===== config.mk =====
export PLATFORM = sky130hd
export DESIGN_NAME = intersection_ctrl
export DESIGN_NICKNAME = d
export VERILOG_FILES = /design/src/rtl/intersection_ctrl.sv
export SDC_FILE = /design/constraint.sdc
export NUM_CORES = 1
export LEC_CHECK = 0
export ABC_AREA = 1
export CAP_MARGIN = 15
export CORE_MARGIN = 4
export CORE_UTILIZATION = 50
export CTS_CLUSTER_DIAMETER = 40
export DETAILED_ROUTE_END_ITERATION = 7
export DONT_BUFFER_PORTS = 1
export GPL_ROUTABILITY_DRIVEN = 0
export SLEW_MARGIN = 0
export SYNTH_ARGS = -nofsm -noshare
export SYNTH_HDL_FRONTEND = slang
export SYNTH_SLANG_ARGS = --single-unit

===== constraint.sdc =====
create_clock -name clk -period 1.8 [get_ports clk]
set_input_delay 0.18 -clock clk [delete_from_list [all_inputs] [get_ports clk]]
set_output_delay 0.18 -clock clk [all_outputs]
set_load 0.005 [all_outputs]

===== src/rtl/intersection_ctrl.sv =====
// Two-phase traffic intersection controller with pedestrian service.
// A single state register drives all lamps as a Moore decode. One shared
// down-counter times every dwell: it loads (dwell-1) on state entry and the
// state is left on an enabled cycle that finds it at zero.
//
// state  | meaning
// -------+-----------------------------------------------------------
// INIT   | all-red start-up clearance after reset
// NS_G   | north-south green; rests here until a cross or ped request
// NS_Y   | north-south yellow
// NS_CLR | all-red clearance after NS; chooses PED_A or EW_G
// PED_A  | pedestrian walk between NS and EW phases
// EW_G   | east-west green; rests here until a cross or ped request
// EW_Y   | east-west yellow
// EW_CLR | all-red clearance after EW; chooses PED_B or NS_G
// PED_B  | pedestrian walk between EW and NS phases
module intersection_ctrl #(
    parameter int GREEN_CYC  = 8,
    parameter int YELLOW_CYC = 3,
    parameter int ALLRED_CYC = 2,
    parameter int WALK_CYC   = 4,
    parameter int CNT_W      = 4
) (
    input  logic       clk,
    input  logic       rst,
    input  logic       en,
    input  logic       req_ns,
    input  logic       req_ew,
    input  logic       ped_req,
    output logic       ns_r,
    output logic       ns_y,
    output logic       ns_g,
    output logic       ew_r,
    output logic       ew_y,
    output logic       ew_g,
    output logic       walk,
    output logic [3:0] phase
);

    typedef enum logic [3:0] {
        INIT   = 4'd0,
        NS_G   = 4'd1,
        NS_Y   = 4'd2,
        NS_CLR = 4'd3,
        PED_A  = 4'd4,
        EW_G   = 4'd5,
        EW_Y   = 4'd6,
        EW_CLR = 4'd7,
        PED_B  = 4'd8
    } state_t;

    // Timer load values are dwell-1 so that a dwell of N spans N enabled cycles.
    localparam logic [CNT_W-1:0] LD_GREEN  = CNT_W'(GREEN_CYC - 1);
    localparam logic [CNT_W-1:0] LD_YELLOW = CNT_W'(YELLOW_CYC - 1);
    localparam logic [CNT_W-1:0] LD_ALLRED = CNT_W'(ALLRED_CYC - 1);
    localparam logic [CNT_W-1:0] LD_WALK   = CNT_W'(WALK_CYC - 1);
    localparam logic [CNT_W-1:0] CNT_ONE   = CNT_W'(1);
    localparam logic [CNT_W-1:0] CNT_ZERO  = '0;

    state_t           state_q;
    state_t           state_d;
    state_t           target;
    logic             legal;
    logic [CNT_W-1:0] timer_q;
    logic [CNT_W-1:0] timer_d;
    logic             ped_pend_q;
    logic             ped_pend_d;
    logic             in_ped_q;
    logic             in_ped_d;

    function automatic logic [CNT_W-1:0] load_for(input state_t s);
        logic [CNT_W-1:0] ld;
        case (s)
            NS_G, EW_G:   ld = LD_GREEN;
            NS_Y, EW_Y:   ld = LD_YELLOW;
            PED_A, PED_B: ld = LD_WALK;
            default:      ld = LD_ALLRED;
        endcase
        return ld;
    endfunction

    // State, timer and pending-pedestrian registers with synchronous reset.
    always_ff @(posedge clk) begin
        if (rst) begin
            state_q    <= INIT;
            timer_q    <= LD_ALLRED;
            ped_pend_q <= 1'b0;
        end else begin
            state_q    <= state_d;
            timer_q    <= timer_d;
            ped_pend_q <= ped_pend_d;
        end
    end

    // Where each state would go once its dwell has expired.
    always_comb begin
        target = state_q;
        legal  = 1'b1;
        case (state_q)
            INIT:    target = NS_G;
            NS_G:    target = (req_ew || ped_pend_q) ? NS_Y : NS_G;
            NS_Y:    target = NS_CLR;
            NS_CLR:  target = ped_pend_q ? PED_A : EW_G;
            PED_A:   target = EW_G;
            EW_G:    target = (req_ns || ped_pend_q) ? EW_Y : EW_G;
            EW_Y:    target = EW_CLR;
            EW_CLR:  target = ped_pend_q ? PED_B : NS_G;
            PED_B:   target = NS_G;
            default: begin
                target = INIT;
                legal  = 1'b0;
            end
        endcase
    end

    // Timer countdown and state advance; an unused encoding recovers at once,
    // even while en is low, so a corrupted register cannot stall the lamps.
    always_comb begin
        state_d = state_q;
        timer_d = timer_q;
        if (!legal) begin
            state_d = INIT;
            timer_d = LD_ALLRED;
        end else if (en) begin
            if (timer_q != CNT_ZERO) begin
                timer_d = timer_q - CNT_ONE;
            end else if (target != state_q) begin
                state_d = target;
                timer_d = load_for(target);
            end
        end
    end

    // Pedestrian request latch. It is forced low while a walk phase is
    // current or about to start, so presses during a walk are absorbed by it.
    // The CLR decision reads the registered value, so a press on the exit
    // cycle itself waits for the following clearance.
    always_comb begin
        in_ped_q   = (state_q == PED_A) || (state_q == PED_B);
        in_ped_d   = (state_d == PED_A) || (state_d == PED_B);
        ped_pend_d = ped_pend_q | ped_req;
        if (in_ped_q || in_ped_d) begin
            ped_pend_d = 1'b0;
        end
    end

    // Moore lamp decode; anything not a go/caution state is all red.
    always_comb begin
        ns_r  = 1'b1;
        ns_y  = 1'b0;
        ns_g  = 1'b0;
        ew_r  = 1'b1;
        ew_y  = 1'b0;
        ew_g  = 1'b0;
        walk  = 1'b0;
        phase = state_q;
        case (state_q)
            NS_G: begin
                ns_r = 1'b0;
                ns_g = 1'b1;
            end
            NS_Y: begin
                ns_r = 1'b0;
                ns_y = 1'b1;
            end
            EW_G: begin
                ew_r = 1'b0;
                ew_g = 1'b1;
            end
            EW_Y: begin
                ew_r = 1'b0;
                ew_y = 1'b1;
            end
            PED_A, PED_B: walk = 1'b1;
            default: ;
        endcase
    end

endmodule


# [After elaboration in Yosys (flattened, before gate mapping)]
# Index checks and enable logic that the tools add are counted.
[op_classes] add_sub_neg=1 eq_ne=17 muxes=20 bitwise_logic=2 reduce_logical=19
[ops] op="4-bit by 3-bit equality test with 1-bit output, second input constant" n=8
[ops] op="4-bit case mux with 8 select lines" n=1
[ops] op="4-bit two-way mux" n=7
[ops] op="2-bit OR reduction" n=9
[ops] op="4-bit by 2-bit equality test with 1-bit output, second input constant" n=3
[ops] op="4-bit equality test, second input constant" n=3
[ops] op="1-bit two-way mux" n=9
[ops] op="3-bit case mux with 3 select lines" n=1
[ops] op="9-bit OR reduction" n=1
[ops] op="4-bit by 1-bit equality test with 1-bit output, second input constant" n=2
[ops] op="1-bit logical OR" n=5
[ops] op="4-bit logical NOT" n=1
[ops] op="2-bit two-way mux" n=2
[ops] op="4-bit != test" n=1
[ops] op="4-bit nonzero test" n=1
[ops] op="4-bit by 1-bit subtractor with 4-bit output, second input constant" n=1
[ops] op="2-bit AND reduction" n=1
[ops] op="2-bit nonzero test" n=1
[ops] op="1-bit NOT" n=1
[ops] op="1-bit OR" n=1
[word_totals] ff_bits=9 inputBits=6 elab_cells=62

# [Depth between registers and ports, before layout]
# Gate-level depths: netlist (run 1).
[logic_depth] ltp_word=12 ltp_mapped=10

# [Worst setup path before layout (run 1)]
# No wires, ideal clock.
[synth_path] kind="reg-to-reg" from="register timer_q[0]" to="register timer_q[3]" setup_ps=113 arrival_ps=1262 setup_slack_ps=425 path_stages_with_launch=11 path_buffers=0 period_less_slack_ps=1375 path_cell_list="dfxtp_1 -> inv_1 -> ha_1 -> nand2_1 -> inv_1 -> a21oi_4 -> inv_2 -> nor2_2 -> nand2_1 -> nand2_1 -> nor2_1"
[synth_via] elab_chain_len=3
[synth_rtl] element="start, declared" line="64" source="logic [CNT_W-1:0] timer_q;"
[synth_rtl] element="start signal, assigned" line="90" source="timer_q <= timer_d;"
[synth_rtl] element="branches (longest 3 deep; another with 4-bit by 1-bit subtractor with 4-bit output)"
# Several ways; the timed one is not identified.
# A chain may end at the register's enable or synchronous reset.

# [Final worst setup path (run 1)]
[layout_path] from="register state_q[1] (netlist: phase[1])" to="register ped_pend_q"
[layout_via] elab_chain_len=12
[layout_rtl] element="start, declared" line="60" source="state_t state_q;"
[layout_rtl] element="start signal, assigned" line="89" source="state_q <= state_d;"
[layout_rtl] element="4-bit equality test / 4-bit logical NOT (equally long branches)" line="99, 139"
[layout_rtl] element="2-bit OR reduction (no source line)"
[layout_rtl] element="4-bit case mux with 8 select lines" line="99" source="case (state_q)"
[layout_rtl] element="4-bit != test" line="127" source="end else if (target != state_q) begin"
[layout_rtl] element="4-bit two-way mux" line="127"
[layout_rtl] element="4-bit two-way mux" line="125" source="if (timer_q != CNT_ZERO) begin"
[layout_rtl] element="4-bit two-way mux" line="124" source="end else if (en) begin"
[layout_rtl] element="4-bit two-way mux" line="121" source="if (!legal) begin"
[layout_rtl] element="4-bit by 3-bit equality test with 1-bit output / 4-bit equality test (equally long branches)" line="140" source="in_ped_d = (state_d == PED_A) || (state_d == PED_B);"
[layout_rtl] element="1-bit logical OR" line="140"
[layout_rtl] element="1-bit logical OR (*)" line="142" source="if (in_ped_q || in_ped_d) begin"
[layout_rtl] element="2-bit OR reduction (no source line) (*)"
[layout_rtl] element="end signal, assigned" line="91" source="ped_pend_q <= ped_pend_d;"
[layout_rtl] element="end, declared" line="66" source="logic ped_pend_q;"
# Mark *: on every way between the ends. The rest lies on a longest branch, timed or not.

==> results of run 1 <==
==> path summary, 6_finish.rpt <==
kind                end  slack (ns)
min          ped_pend_q        0.11
max          ped_pend_q        0.23
max reg2reg  ped_pend_q        0.23
min reg2reg  timer_q[3]        0.54
==> layout make-up <==
class	instances	share of cell area [%]
Tap cell	15	2.46
Timing Repair Buffer	1	1.31
Multi-Input combinational cell	84	59.6
Sequential cell	9	23.6
Clock buffer	3	2.96
Clock inverter	1	0.657
Inverter	19	9.36
==> what timing repair did <==
action	in CTS	in global routing
hold buffers	1	0
resized for setup	0	0
endpoints found under the hold margin	4	0
setup buffers	0	0
==> sequential cells by signal (all words and copies together) (netlist names) <==
signal	cells
phase	4
timer_q	4
ped_pend_q	1
==> metal layers <==
metal  track usage, %  vias up
met5                0        -
met4             8.52        0
met3             4.74        2
met2             20.9       18
met1             26.8      306
li1                 -      377
==> where the power goes <==
part	switching, W	total [W]	internal, W
logic	0.000113	0.000176	0.0000627
clock network	0.0000739	0.000156	0.0000820
registers	0.0000265	0.000245	0.000219
total	0.000214	0.000577	0.000363
==> logic make-up (layout without fill, tap and decap cells) <==
kind of cell / after synthesis / in the layout / synth area share (%)
adders and majority gates: 2 / 2 / 3.49
and+or+nand+nor: 66 / 66 / 44.9
AOI/OAI and AO/OA: 16 / 16 / 15.0
DFF: 9 / 9 / 25.1
buffers and inverters: 20 / 24 / 11.5
==> synthesized netlist by cell type (2+ instances only) <==
library cell and number:
a21oi_1 3, a21oi_2 2, dfxtp_1 9, ha_1 2, inv_1 15, inv_2 4, nand2_1 26, nand3_1 7
nand3_2 3, nand3b_1 2, nand4_1 2, nor2_1 16, nor2_2 7, o211ai_1 2, o21ai_0 5, o21ai_1 2
==> metrics by stage <==
step | util (%) | setup slack, ns
3_5_place_dp | 54.3 | 0.248
3_3_place_gp | 54.3 | 0.248
4_1_cts | 57.1 | 0.226
2_1_floorplan | - | 0.425
5_1_grt | 57.1 | 0.0941
6_report | 57.1 | 0.227
==> worst reg2reg max path, stage by stage (launching register included) <==
cell and delay (ns):
dfxtp_1 0.60, nor2_1 0.11, nand2_1 0.13, nand3_1 0.11, nor2_2 0.15, nand2_1 0.06
nand2_1 0.08, nand2_1 0.07, a21oi_2 0.12, nor2_2 0.04
==> metrics.md, run 1 <==
| Metric | Value |
|---|---|
| Outcome | `complete, no violations` |
| Hold WC Path Type | `in2reg` |
| Slew HR | `69.8%` |
| Final Cycle Share | `a little under 90%` |
| Die Area | `0.00210 mm2` |
| Worst slew pin tran | `0.453 ns` |
| Min Hold Slack | `0.115 ns` |
| Critical path type | `reg2reg` |
| H-tree Lvls | `1` |
| WP depth | `9` |
| Ys Warns | `0` |
| Cell count after synthesis | `113` |
| Fill cells | `134` |
| Critical Path Sink Type | `flop` |
| Inserted Clock Buffers | `3` |
| Worst Path Buf+Inv | `0` |
| Final ANT Viol Nets | `0` |
| WP data required | `1.95 ns` |
| N_diodes | `0` |
| Area leader, netlist | `dfxtp_1` |
| Clock Skew | `roughly 0.0033 ns` |
| Initial drt markers | `23` |
| Chip height | `45.9 um` |
| Setup Total Neg Slack | `0 ns` |
| Final setup viols | `0` |
| Most used cell along the critical path | `nand2_1` |
| Routed metal-1 wirelength | `806 um` |
| Max cap viols | `0` |
| EDFF count, synth | `0` |
| Number of distinct library cells after synthesis | `22` |
| CP max FO | `10` |
| TritonCTS clock tree | `built` |
| FP Rows | `13` |
| Number of global-route vias before repair | `around 600` |
| Non-Filler Instances | `132` |
| FF-to-FF path depth | `9` |
| Clock Sinks | `9` |
| DRC | `0` |
| Crit path largest cell delay | `0.60 ns` |
| Fin nets | `126` |
| Routed len/inst | `11.8 um` |
| Final critical-path required period | `1.57 ns` |
| Worst skew pair latency | `0.26 ns` |
| CP max-delay cell | `dfxtp_1` |
| Top Layer Used | `met4` |
| Post-synth top flop | `dfxtp_1` |
| Commonest non-fill, non-tap cell in the layout | `nand2_1` |
| Final Hold Vio Count | `0` |
| Core area | `about 0.0013 mm2` |
| Syn nets | `121` |
| Synth area leaders | `dfxtp_1 (25%), nand2_1 (14%), nor2_1 (8.4%)` |
| Vias/cell | `5.33` |
| Die W | `around 46 um` |
| Placed cell areas | `724 um2` |
| Hold Crit Start | `rst` |
| Total Routing Usage GR | `17.3%` |
| Most frequent cells in the layout | `nand2_1 (26), nor2_1 (16), inv_1 (15)` |
| Clock Root Buffer | `clkbuf_4` |
| Peak supply drop | `443 uV` |
| CP top delay family | `simple AND/OR/NAND/NOR gates` |
| Startpoint Class | `flop` |
| Asr flop ratio synth | `0%` |
| Arr. time, crit path | `1.73 ns` |
| Critical Path Source | `phase[1]` |
| Synth-to-layout area growth | `6.28%` |
| Global-route wire length before repair | `between 2000 and 3000 um` |
| Cell area after synthesis | `roughly 700 um2` |
| CP cell instances | `nor2_1, nand2_1, nand3_1, nor2_2, nand2_1, nand2_1, nand2_1, a21oi_2, nor2_2` |
| Share of cells above drive strength 1 | `19.7%` |
| Metal2 WL | `645 um` |
| Worst Hold Depth | `3` |
| Area of the multi-input gates | `454 um2` |
| Max-slew violations | `0` |
| Largest net degree at the start of global routing | `11` |
| Pre-antenna DRT Iters | `4` |
| Met3 wire len | `approximately 88 um` |
| Clock slew at reported path FFs | `approximately 0.06 ns` |
| Port Buffers | `0` |
| I/O pins | `17` |
| R2R Path Start | `phase[1]` |
| CTS Buffer Depth | `2` |
| Share of the synthesized area in the top cell type | `25.1%` |
| FMAX | `0.636 GHz` |
| Dpl hpwl | `roughly 1200 um` |
| Vias | `between 700 and 800` |
| Tot Pwr | `0.000577 W` |
| Initial Util | `53.8%` |
| RSZ-0062 raised after global routing | `false` |
| #FFs+latches synth | `9` |
| DP Cell Count | `127` |
| Sequential element share of the synthesized area | `25.1%` |
| Total Wirelength | `roughly 1600 um` |
| Global route overflow | `0` |
| Cell Pwr Density | `between 700 and 800 mW/mm2` |
| Register area | `between 150 and 200 um2` |
| Lkg Pwr | `0.364 nW` |
| Initial antenna violation count | `0` |
| Final Instance Area | `between 700 and 800 um2` |
| Syn_area_per_cell | `6.34 um2` |
No activity file was read; power rests on OpenSTA's default activity.
==> run 2, diff against run 1 <==
Settings changed: RECOVER_POWER set to 50, SKIP_LAST_GASP set to 1.
==> run 2 against run 1 <==
  * Hold slack got worse by 0.0010 ns
  * Non-clock buffer count did not move
  * Register-to-register slack barely moved
  * Largest cell class unchanged
  * Via count fell by 1.3%
  * Sequential power barely moved
==> metrics.md, run 2 (synthesized netlist as in run 1, its figures left out) <==
| Metric | Value |
|---|---|
| Post CTS Setup Buffer Count | `0 (unchanged)` |
| Share of cells above drive strength 1 | `17.9% (-1.7 points)` |
| CP max-delay cell | `dfxtp_1` |
| Setup Total Neg Slack | `0 ns (unchanged)` |
| Slew HR | `70.6% (+0.89 points)` |
| Fin nets | `126 (unchanged)` |
| Inserted Clock Buffers | `3 (unchanged)` |
| CP max FO | `10 (unchanged)` |
| Placed cell areas | `724 um2 (unchanged)` |
| Crit path largest cell delay | `0.59 ns (about the same)` |
| CP cell instances | `nand3_1, nor2_1, nor2_1` |
| Max-slew violations | `0 (unchanged)` |
| FP Rows | `13 (unchanged)` |
| Max cap viols | `0 (unchanged)` |
| Largest net degree at the start of global routing | `11 (unchanged)` |
| RSZ-0062 raised after global routing | `false` |
| Total Wirelength | `1560 um (+0.71%)` |
| Setup Slack @ Placement | `0.248 ns (unchanged)` |
| Global-route wire length before repair | `2590 um (unchanged)` |
| Total Routing Usage GR | `17.3% (unchanged)` |
| Most used cell along the critical path | `nor2_1` |
| Worst skew pair latency | `0.26 ns (about the same)` |
| Chip height | `45.9 um (unchanged)` |
| PostCTS Resize Cnt | `0 (unchanged)` |
| Outcome | `complete, no violations` |
| FF-to-FF path depth | `9 (unchanged)` |
| Synth-to-layout area growth | `5.24%` |
| Dpl hpwl | `1250 um (unchanged)` |
| H-tree Lvls | `1 (unchanged)` |
| Critical path type | `reg2out` |
| Routed len/inst | `11.8 um (+0.71%)` |
| Vias/cell | `5.26 (-1.3%)` |
| Final setup viols | `0 (unchanged)` |
| Pre-antenna DRT Iters | `4 (unchanged)` |
| Global route overflow | `0 (unchanged)` |
| Commonest non-fill, non-tap cell in the layout | `nand2_1` |
| Die Area | `0.00210 mm2 (unchanged)` |
| CTS Buffer Depth | `2 (unchanged)` |
| Final Instance Area | `754 um2 (-0.99%)` |
| Initial drt markers | `23 (unchanged)` |
| Cell Pwr Density | `763 mW/mm2 (+0.82%)` |
| DRC | `0 (unchanged)` |
| TritonCTS clock tree | `built` |
| Core area | `0.00133 mm2 (unchanged)` |
| Number of global-route vias before repair | `595 (unchanged)` |
| Clock Root Buffer | `clkbuf_4` |
| Most frequent cells in the layout | `nand2_1 (26), nor2_1 (17), inv_1 (15)` |
| Startpoint Class | `flop` |
| Final ANT Viol Nets | `0 (unchanged)` |
| I/O pins | `17 (unchanged)` |
| R2R Setup Slk | `0.22 ns (about the same)` |
| Final Hold Vio Count | `0 (unchanged)` |
| Clock slew at reported path FFs | `0.06 ns (about the same)` |
| Clock Skew | `0.00435 ns (+0.00107 ns)` |
| Clock Sinks | `9 (unchanged)` |
| Initial Util | `53.8% (unchanged)` |
| Critical Path Sink Type | `primary output` |
| Initial antenna violation count | `0 (unchanged)` |
| N_diodes | `0 (unchanged)` |
| FMAX | `0.627 GHz (-1.4%)` |
| CTS Hold Bufs | `1 (unchanged)` |
| Arr. time, crit path | `1.41 ns (-0.32 ns)` |
| Worst slew pin tran | `0.440 ns (-0.0133 ns)` |
| Lkg Pwr | `0.364 nW (about the same)` |
| Peak supply drop | `440 uV (-0.55%)` |
| WP data required | `1.62 ns (-0.33 ns)` |
| Final Cycle Share | `88.6% (+1.2 points)` |
| Die W | `45.9 um (unchanged)` |
| Worst Hold Depth | `3 (unchanged)` |
| Final critical-path required period | `1.59 ns (+0.0220 ns)` |
| Port Buffers | `0 (unchanged)` |
| Tot Pwr | `0.000576 W (-0.18%)` |
| Vias | `694 (-1.3%)` |
| Hold WC Path Type | `in2reg` |
| Setup ws final | `0.205 ns (-0.0220 ns)` |
==> run 2: cell types whose count changed in the layout (fill, tap and decap cells not counted) <==
cell | previous run | this run
nand3_1 | 7 | 8
nand3_2 | 3 | 2
nor2_1 | 16 | 17
nor2_2 | 7 | 6
==> run 2: layout make-up <==
cell class	instances	area, um2
Clock buffer	3	22.5
Fill cell	135	579
Tap cell	15	18.8
Multi-Input combinational cell	84	447
Sequential cell	9	180
Inverter	19	71.3
Clock inverter	1	5.00
Timing Repair Buffer	1	10.0
==> run 2: critical path: cells and delay by family, from the launching register on <==
kind / cells / cell delay [ns]
DFF: 1 / 0.59
and+or+nand+nor: 3 / 0.56
==> run 2: stage by stage <==
step	util [%]	hold slack (ns)	std cells
CTS	57.1	0.101	132
global route	56.6	0.120	132
finish	56.6	0.114	132
global placement	54.3	0.254	127
detailed placement	54.3	0.255	127
floorplan	-	0.252	113
==> run 2: per-layer routing <==
layer	up-vias	track usage, %	part of all wire [%]
met3	2	4.74	4.9
li1	374	-	-
met5	-	0	0
met4	0	8.52	0.70
met1	305	26.8	53
met2	13	20.9	41
==> run 2: power breakdown <==
group          total (W)  switching (W)  internal, W
clock network   0.000157      0.0000746    0.0000820
logic           0.000174       0.000112    0.0000614
registers       0.000246      0.0000269     0.000219
==> run 2: path summary, 6_finish.rpt <==
path                            startpoint          to
worst min-delay path                   rst  ped_pend_q
worst min register to register  timer_q[3]  timer_q[3]
worst max-delay path              phase[1]        ew_r
worst max register to register    phase[1]  ped_pend_q
==> run 3, diff against run 2 <==
Settings changed: CORE_AREA set to 4 4 41 43, CORE_MARGIN 4 to unset, CORE_UTILIZATION 50 to unset, CTS_CLUSTER_SIZE set to 10, DIE_AREA set to 0 0 45 47, PLACE_DENSITY set to 0.69.
==> run 3 against run 2 <==
  * Clock-buffer cell count stayed put
  * Critical path depth stayed put
  * Largest power group unchanged
  * Largest cell class unchanged
  * Sequential cell count stayed put
  * Maximum frequency is 0.19% lower
  * First-iteration DRC count is 17% higher
  * Register-to-register slack better by 0.02 ns
  * Cell count stayed put
  * Final area is 0.33% higher
  * Highest routed layer unchanged
  * Sequential share of layout area is 0.079 points lower
  * Routed wire length is 3.1% lower
  * Clock skew is 0.0019 ns lower
  * Core utilization is 1.6 points higher
==> metrics.md, run 3 (synthesized netlist as in run 1, its figures left out) <==
| Metric | Value |
|---|---|
| Outcome | `complete, no violations` |
| RSZ-0062 raised after global routing | `false` |
| Worst Hold Depth | `3 (unchanged)` |
| Initial Util | `55.1% (+1.3 points)` |
| Max cap viols | `0 (unchanged)` |
| Total Wirelength | `1510 um (-3.1%)` |
| Max-slew violations | `0 (unchanged)` |
| Most frequent cells in the layout | `nand2_1 (26), nor2_1 (16), inv_1 (15)` |
| Fin nets | `126 (unchanged)` |
| Inserted Clock Buffers | `3 (unchanged)` |
| Hold WC Path Type | `in2reg` |
| FMAX | `0.626 GHz (-0.19%)` |
| Core area | `0.00130 mm2 (-2.4%)` |
| Most used cell along the critical path | `nor2_1` |
| Cell Pwr Density | `759 mW/mm2 (-0.62%)` |
| Routed len/inst | `11.5 um (-3.1%)` |
| Fill cells | `137 (+1.5%)` |
| Number of global-route vias before repair | `628 (+5.5%)` |
| Tot Pwr | `0.000574 W (-0.29%)` |
| Chip height | `47 um (+2.5%)` |
| Lkg Pwr | `0.364 nW (about the same)` |
| Share of cells above drive strength 1 | `18.8% (+0.85 points)` |
| Final setup viols | `0 (unchanged)` |
| Setup ws final | `0.202 ns (-0.00307 ns)` |
| Final critical-path required period | `1.60 ns (+0.00306 ns)` |
| Die W | `45 um (-1.9%)` |
| Worst Path Buf+Inv | `0 (unchanged)` |
| Critical path type | `reg2out` |
| Clock Skew | `0.00244 ns (-0.00190 ns)` |
| FP Rows | `13 (unchanged)` |
| CTS Buffer Depth | `2 (unchanged)` |
| TritonCTS clock tree | `built` |
| R2R Path Start | `phase[1]` |
| Crit path largest cell delay | `0.59 ns (about the same)` |
| Clock slew at reported path FFs | `0.06 ns (about the same)` |
| FF-to-FF path depth | `9 (unchanged)` |
| Vias | `720 (+3.7%)` |
| Hold Crit Start | `rst` |
| Worst skew pair latency | `0.26 ns (about the same)` |
| Largest net degree at the start of global routing | `11 (unchanged)` |
| R2R Setup Slk | `0.24 ns (+0.02 ns)` |
| Synth-to-layout area growth | `5.58%` |
| CP top delay family | `flip-flops` |
| Global route overflow | `0 (unchanged)` |
| PostCTS Resize Cnt | `0 (unchanged)` |
| Global-route wire length before repair | `2550 um (-1.6%)` |
| H-tree Lvls | `1 (unchanged)` |
| Startpoint Class | `flop` |
| Sink of the worst hold path | `ped_pend_q` |
| Vias/cell | `5.45 (+3.7%)` |
| Initial antenna violation count | `0 (unchanged)` |
| Commonest non-fill, non-tap cell in the layout | `nand2_1` |
| Clock Sinks | `9 (unchanged)` |
| Port Buffers | `0 (unchanged)` |
| N_diodes | `0 (unchanged)` |
| DRC | `0 (unchanged)` |
| Final Cycle Share | `88.8% (+0.17 points)` |
| Clock Root Buffer | `clkbuf_4` |
| CP max-delay cell | `dfxtp_1` |
| Slew HR | `70.3% (-0.31 points)` |
| Worst slew pin tran | `0.444 ns (+0.00459 ns)` |
| Final ANT Viol Nets | `0 (unchanged)` |
| Final Hold Vio Count | `0 (unchanged)` |
| I/O pins | `17 (unchanged)` |
| CP cell instances | `nand3_1, nor2_1, nor2_1` |
| Total Routing Usage GR | `16.4% (-0.89 points)` |
| Final Instance Area | `757 um2 (+0.33%)` |
| Pre-antenna DRT Iters | `4 (unchanged)` |
| Setup Slack @ Placement | `0.236 ns (-0.0122 ns)` |
| Placed cell areas | `724 um2 (unchanged)` |
| Die Area | `0.00212 mm2 (+0.54%)` |
| CP max FO | `10 (unchanged)` |
| WP data required | `1.62 ns (about the same)` |
| Arr. time, crit path | `1.42 ns (about the same)` |
| Setup Total Neg Slack | `0 ns (unchanged)` |
| Initial drt markers | `27 (+17%)` |
| Peak supply drop | `523 uV (+19%)` |
| Dpl hpwl | `1230 um (-1.4%)` |
| Critical Path Sink Type | `primary output` |
| R2R Path End | `ped_pend_q` |
==> run 3: cell counts in the layout (fill, tap and decap cells not counted) <==
Identical to the previous run, type by type.
==> run 3: worst reg2reg max path, stage by stage, from the launching register on <==
cell and delay, ns:
dfxtp_1 0.59, nor2_1 0.10, nand2_1 0.13, nand3_1 0.10, nor2_2 0.16, nand2_1 0.07
nand2_1 0.08, nand2_1 0.06, a21oi_2 0.11, nor2_2 0.04
==> run 3: what timing repair did <==
action	in CTS	in global routing
setup buffers	0	0
hold endpoints to repair	4	0
hold buffers	1	0
==> run 3: per-stage QoR <==
stage          cells  hold WS [ns]  util, %
2_1_floorplan    113         0.252        -
3_3_place_gp     127         0.255     55.7
3_5_place_dp     127         0.255     55.7
4_1_cts          132         0.128     58.6
5_1_grt          132         0.140     58.2
6_report         132         0.139     58.2
==> run 3: routing by layer <==
metal  track usage [%]  up-vias  wire length, um
met3              5.75        2              112
li1                  -      372                -
met5                 0        -                0
met1              20.7      321              700
met2              26.3       25              689
met4              5.26        0               11
==> run 3: how the worst max path moves through the flow <==
stage	cells past startpoint	endpoint	startpoint
final	3	ew_r	phase[1]
after global routing	10	timer_q[3]	timer_q[0]
after floorplan	10	timer_q[3]	timer_q[0]
after detailed placement	9	ped_pend_q	phase[1]
after global placement	9	ped_pend_q	phase[1]
after CTS	9	ped_pend_q	phase[1]
==> run 3: layout make-up <==
cell class,count,area [um2],share of cell area (%)
Multi-Input combinational cell,84,449,59.3
Sequential cell,9,180,23.8
Timing Repair Buffer,1,10.0,1.32
Inverter,19,71.3,9.42
Clock inverter,1,5.00,0.661
Clock buffer,3,22.5,2.98
Tap cell,15,18.8,2.48
==> run 3: report_power, final <==
part	internal, W	switching (W)	leakage, nW
clock	0.0000820	0.0000726	0.0177
sequential	0.000219	0.0000273	0.0740
combinational	0.0000622	0.000112	0.272
